<file path="src/rtl/rs232out_fifo.sv">
// rs232out_fifo: transmit buffer in front of the rs232out serialiser.
// Producer pushes bytes over in_valid/in_ready; one byte is handed to
// rs232out (tx_data/tx_we) whenever the FIFO is non-empty and tx_busy is low.
// Latency: byte pushed in cycle N into an empty FIFO strobes tx_we in cycle N+1.
// Backpressure: in_ready drops when all 2^DEPTH_LOG2 entries are occupied.
//
// Ports:
//   clk25MHz  in   system clock, rising edge
//   rst       in   synchronous active-high reset
//   in_data   in   [7:0] byte offered by producer
//   in_valid  in   producer offers in_data
//   in_ready  out  FIFO accepts this cycle (push = in_valid & in_ready)
//   tx_data   out  [7:0] byte to rs232out.data (don't-care when tx_we=0)
//   tx_we     out  write strobe to rs232out.we
//   tx_busy   in   rs232out.busy
//   level     out  [DEPTH_LOG2:0] number of stored bytes
//
// Optional feature: define RS232OUT_FIFO_CRLF_EN to emit 8'h0D ahead of every
// stored 8'h0A. The inserted CR never occupies a FIFO entry.

module rs232out_fifo #(
  parameter int DEPTH_LOG2 = 4
) (
  input  logic                  clk25MHz,
  input  logic                  rst,
  input  logic [7:0]            in_data,
  input  logic                  in_valid,
  output logic                  in_ready,
  output logic [7:0]            tx_data,
  output logic                  tx_we,
  input  logic                  tx_busy,
  output logic [DEPTH_LOG2:0]   level
);

  localparam int                DEPTH   = 1 << DEPTH_LOG2;
  localparam logic [DEPTH_LOG2:0] LVL_FULL = DEPTH[DEPTH_LOG2:0];

  logic [7:0]            mem [DEPTH];
  logic [DEPTH_LOG2-1:0] wr_ptr_q, wr_ptr_d;
  logic [DEPTH_LOG2-1:0] rd_ptr_q, rd_ptr_d;
  logic [DEPTH_LOG2:0]   level_q, level_d;

  logic empty;
  logic full;
  logic push;
  logic pop;
  logic [7:0] head;

  assign empty = (level_q == '0);
  assign full  = (level_q == LVL_FULL);
  assign head  = mem[rd_ptr_q];

  // A pop in the same cycle does not free a slot for the push: no bypass.
  assign in_ready = ~full & ~rst;
  assign push     = in_valid & in_ready;

  // rs232out raises busy the cycle after it samples we, so a strobe here
  // transfers exactly one byte.
  assign tx_we = ~empty & ~tx_busy & ~rst;

`ifdef RS232OUT_FIFO_CRLF_EN
  logic cr_sent_q, cr_sent_d;
  logic insert_cr;

  // A head LF is sent in two strobes: first a synthetic CR (head kept),
  // then the LF itself (head popped).
  assign insert_cr = (head == 8'h0A) & ~cr_sent_q;
  assign tx_data   = insert_cr ? 8'h0D : head;
  assign pop       = tx_we & ~insert_cr;

  always_comb begin
    cr_sent_d = cr_sent_q;
    if (tx_we) begin
      cr_sent_d = insert_cr;
    end
  end

  always_ff @(posedge clk25MHz) begin
    if (rst) begin
      cr_sent_q <= 1'b0;
    end else begin
      cr_sent_q <= cr_sent_d;
    end
  end
`else
  assign tx_data = head;
  assign pop     = tx_we;
`endif

  always_comb begin
    wr_ptr_d = wr_ptr_q;
    rd_ptr_d = rd_ptr_q;
    level_d  = level_q;
    if (push) begin
      wr_ptr_d = wr_ptr_q + 1'b1;
    end
    if (pop) begin
      rd_ptr_d = rd_ptr_q + 1'b1;
    end
    // Push and pop together leave the count unchanged.
    if (push && !pop) begin
      level_d = level_q + 1'b1;
    end else if (pop && !push) begin
      level_d = level_q - 1'b1;
    end
  end

  always_ff @(posedge clk25MHz) begin
    if (rst) begin
      wr_ptr_q <= '0;
      rd_ptr_q <= '0;
      level_q  <= '0;
    end else begin
      wr_ptr_q <= wr_ptr_d;
      rd_ptr_q <= rd_ptr_d;
      level_q  <= level_d;
    end
  end

  // Storage is deliberately not reset; queued bytes are dropped by pointer reset.
  always_ff @(posedge clk25MHz) begin
    if (push) begin
      mem[wr_ptr_q] <= in_data;
    end
  end

  assign level = level_q;

endmodule

</file>
<file path="config.mk">
export PLATFORM = sky130hd
export DESIGN_NAME = rs232out_fifo
export DESIGN_NICKNAME = d
export VERILOG_FILES = /design/src/rtl/rs232out_fifo.sv
export SDC_FILE = /design/constraint.sdc
export NUM_CORES = 1
export LEC_CHECK = 0
export ABC_AREA = 1
export BUFFER_PORTS_ARGS = -buffer_cell sky130_fd_sc_hd__buf_2
export CAP_MARGIN = 20
export CORE_ASPECT_RATIO = 1.2
export CORE_MARGIN = 5
export CORE_UTILIZATION = 61
export DETAILED_ROUTE_END_ITERATION = 16
export GPL_TIMING_DRIVEN = 0
export PLACE_DENSITY = 0.79
export SLEW_MARGIN = 20
export SYNTH_ARGS = -nofsm -noshare
export SYNTH_HDL_FRONTEND = slang
export SYNTH_SLANG_ARGS = --single-unit
</file>
<file path="constraint.sdc">
create_clock -name clk25MHz -period 2.58 [get_ports clk25MHz]
set_input_delay 0.258 -clock clk25MHz [delete_from_list [all_inputs] [get_ports clk25MHz]]
set_output_delay 0.258 -clock clk25MHz [all_outputs]
set_load 0.01 [all_outputs]
</file>
Word-level counts from Yosys, hierarchy flattened. Memories as Yosys holds them, arrays and structs flattened. A register that Yosys moved wholly into a read port is not among the register bits. Index checks and enable logic that the tools add are counted.

Register bits: 13. Memory bits (writable): 128. Input bits: 12. Word-level logic and storage cells: 29. Memories: 1.

Memories: mem (depth 16, width 8, read ports 1, clocked after Yosys merged registers in 1, wr ports 1, line 38) `logic [7:0] mem [DEPTH];`.

$add $sub $neg: 4. Equality and inequality tests: 1. Muxes and demuxes: 6. Bitwise operators: 8. Reduce and logical (&&, ||, !) cells: 6.

Operators with widths (count): $mux W5 (2); $add A4 B1 Y4 const B (2); $mux W4 (2); $add A5 B1 Y5 const B (1); $eq A5 B5 Y1 const B (1); $logic_not A5 Y1 (1); $sub A5 B1 Y5 const B (1); $and A1 B1 Y1 (4); $not A1 Y1 (4); $logic_and A1 B1 Y1 (2); $logic_not A1 Y1 (2); $mux W1 (2); $reduce_bool A2 Y1 (1).

Longest topological paths before layout.
Depth after elaboration: 8. Gate-level depth with buffers: 15. Depth with buffers taken out: 15.

Least setup slack after synthesis. Ideal clock, no wire load.

Path kind: flip-flop to flip-flop. Start point: register level_q[0], in the netlist level[0]. End point: register level_q[3], in the netlist level[3]. Setup time: 115 ps. Arrival: 2104 ps. Data required time: 2465 ps. Slack: 361 ps. Cell stages (with the launch flop): 15. Path buffers: 0. Cells stage by stage: dfxtp_1 > nor2_1 > nand3_1 > nand2_1 > nor2_1 > inv_1 > ha_1 > inv_1 > ha_1 > nand3_1 > nand3_1 > nand2_1 > nand2_1 > o21ai_0 > inv_1.

Word-level cells in the longest chain between the ends: 7. Elaborated cells on any way between the ends: 17. Those cells by class: add/sub: 2; eq/ne: 1; mux: 2; bitwise: 6; reduce/logical: 6.

Ends and longest elaborated chain: start: declaration (line 41) `logic [DEPTH_LOG2:0] level_q, level_d;`; start signal: assignment (line 116) `level_q <= level_d;`; $logic_not A5 Y1 (*) (line 49) `assign empty = (level_q == '0);`; $not A1 Y1 (*) (line 59) `assign tx_we = ~empty & ~tx_busy & ~rst;`; $and A1 B1 Y1 (*) (2 in series) (line 59); named net tx_we (line 30) `output logic tx_we,`; $logic_not A1 Y1 (line 101) `if (push && !pop) begin`; $logic_and A1 B1 Y1 (line 101); $mux W5 / $reduce_bool A2 Y1 (equally long branches).

The timed path passes the listed nets; every way through them passes the cells marked *. The select of a mux whose other input is x is not followed. A chain may end at the register's enable or synchronous reset.

Final worst setup path.
Start point: register level_q[0], in the netlist level[0]. End point: register level_q[3], in the netlist level[3].

Word-level cells in the longest chain between the ends: 7. Elaborated cells on any way between the ends: 17. Those cells by class: add/sub: 2; eq/ne: 1; mux: 2; bitwise: 6; reduce/logical: 6.

Ends and longest elaborated chain: $eq A5 B5 Y1 (*) (line 50) `assign full = (level_q == LVL_FULL);`; $not A1 Y1 (*) (line 54) `assign in_ready = ~full & ~rst;`; $and A1 B1 Y1 (*) (line 54); $and A1 B1 Y1 (*) (line 55) `assign push = in_valid & in_ready;`; named net push (line 45) `logic push;`; $logic_not A1 Y1 (line 103) `end else if (pop && !push) begin`; $logic_and A1 B1 Y1 (line 103); $reduce_bool A2 Y1 (no line).

Marks and branches as above.

==> run summary <==
Setup TNS = 0 ns
Crit path arrival time = 2.67 ns
Leakage power = 2.980 nW
Sequential element share of the synthesized area = 66.07%
Tightest Pin Transition = 0.9362 ns
N_diodes = 0
Largest cells by area after synthesis = edfxtp_1 61%, nand2_1 11%, nand3_1 6.5%, dfxtp_1 5.4%, nor2_1 4.3%
Maximum VDD drop = 0.5910 mV
Yosys top cell area share = 60.70%
Gr usage total = 25.97%
Most frequent cells in the layout = 181 x nand2_1, 128 x edfxtp_1, 82 x nand3_1, 73 x nor2_1, 61 x inv_1
Cell variety after synth = 23
Area leader, netlist = edfxtp_1
Final #Nets = 689
DRC = 0
Post-Syn Area = 0.006332 mm2
Clock Tree Root = clkbuf_16
Slew HR = 37.36%
Resized cells post-CTS = 0
Synth Register Bits = 145
WP data required = 2.89 ns
RSZ-0062 raised after global routing = false
Max Slew Vio Count = 0
First-pass GRT wire length = 23.72 mm
Post-Syn Instances = 623
Total CTS buffers = 17
Crit-path max FO = 8
Crit path time final = 2.365 ns
# hold bufs at CTS = 0
Kind of critical path = reg2reg
Most common cell after layout, fill and taps aside = nand2_1
Final hold slack = 0.1476 ns
I/O Pins = 27
Vias per cell = 5.653
Initial antenna violation count = 0
Clock Latency Late Sink = 0.41 ns
Clock Skews = 0.005741 ns
Total grt overflow = 0
Post-CTS setup repair buffer count = 0
YS warnings = 0
Status = finished, final reports clean
Largest net degree at the start of global routing = 17
Initial Util = 62.64%
Crit share post-route = 91.66%
I/O Buffers = 25
Iter 0 DRT Violations = 367
MaxCap Viol Count = 0
Clock-pin slew on the worst setup and hold paths = 0.06 ns
Setup WS pre-CTS = 0.2211 ns
Row count = 40
TritonCTS Sinks = 145
Pre-antenna DRT Iters = 7
Hold Path Class = in2reg
RD Place Congestion = 0.8960
Fillers = 728
Routed WL = 15.06 mm
DRT antenna net count = 0
Power per Cell Area = 895.8 mW/mm2
CTS tree = built
Die Span Y = 121.6 um
Hold Vio Cnt, Final = 0
Core area = 0.01011 mm2
Vias in the first global route = 4541
Synth Area per Inst = 10.16 um2
Area growth syn-to-layout = 13.02%
Wire per inst = 18.68 um
Die area = 0.01253 mm2
Layout cells sized above 1 = 12.50%
FMAX = 0.4229 GHz
Detailed placement HPWL = 9.979 mm
Setup violators final = 0
Routed via count = 4556
Critical path capture point type = flop
Worst setup margin = 0.2153 ns
Clk buf depth = 2
H-tree depth reported by CTS = 4
Net Count, Synth = 645
Startpoint types = flop
Die W = 103.0 um
[layout make-up]
type                    count  area (um2)  share of cell area [%]
repair buffers             25       125.1                   1.748
inverters                  65       244.0                   3.409
plain buffers              26       152.6                   2.133
clock inverters            10       56.30                  0.7867
well taps                 126       157.7                   2.203
flip-flops and latches    145        4184                   58.46
multi-input cells         387        1752                   24.48
clock buffers              22       485.5                   6.783
[metrics by stage]
stage	total power, mW	utilization, %	std cells	area [um2]
3_3_place_gp	4.133	65.43	774	6615
6_report	6.411	70.79	806	7157
2_1_floorplan	3.696	-	623	6332
5_1_grt	6.716	70.79	806	7157
4_1_cts	6.391	70.79	806	7157
3_5_place_dp	4.194	65.43	774	6615
[flip-flops by register name, summed over array words and instances, names as in the netlist, named ones only]
signal / flops
level: 5
mem: 128
rd_ptr_q: 4
wr_ptr_q: 4
[synthesized netlist by cell type, drive strengths merged]
cell type,count
a21oi,2
buf,19
clkbuf,7
dfxtp,17
edfxtp,128
fa,1
ha,9
inv,65
nand2,181
nand3,83
nand4,1
nor2,73
o21ai,14
o21bai,2
or2,16
xnor2,2
xor2,3
[path summary, 6_finish.rpt]
| path | startpoint | slack [ns] | to | depth (start not counted) |
|---|---|---|---|---|
| max | level[0] | 0.22 | level[3] | 13 |
| min | rst | 0.15 | rd_ptr_q[0] | 2 |
| max reg2reg | level[0] | 0.22 | level[3] | 13 |
| min reg2reg | wr_ptr_q[1] | 0.54 | wr_ptr_q[1] | 2 |
[power breakdown]
group          total [mW]  internal (mW)  switching, mW
clock                2.23           1.33          0.904
sequential           2.69           2.62         0.0624
combinational        1.49          0.496          0.999
[worst max-delay path, cell delays in order (launching register included)]
cell and delay [ns]:
dfxtp_1 0.45, nor2_1 0.10, nand3_1 0.13, nand3_2 0.18
inv_2 0.17, ha_1 0.23, inv_1 0.12, ha_1 0.35
nand3_1 0.10, nand3_1 0.09, nand2_1 0.08, nand2_1 0.05
o21ai_0 0.14, inv_1 0.05
[layer usage]
layer / global-route usage [%] / up-vias / wire length (um)
met4: 11.66 / 0 / 544
met5: 0 / - / 0
met1: 32.72 / 2146 / 5587
li1: - / 2127 / -
met3: 6.128 / 48 / 1370
met2: 42.50 / 235 / 7553
[cell families after synthesis]
kind of cell / synth area share (%)
simple gates: 23.37
compound gates: 1.502
fa+ha+maj: 2.094
xor+xnor: 0.6917
buf+inv: 6.264
flops: 66.07
(Power assumes the default switching activity.)
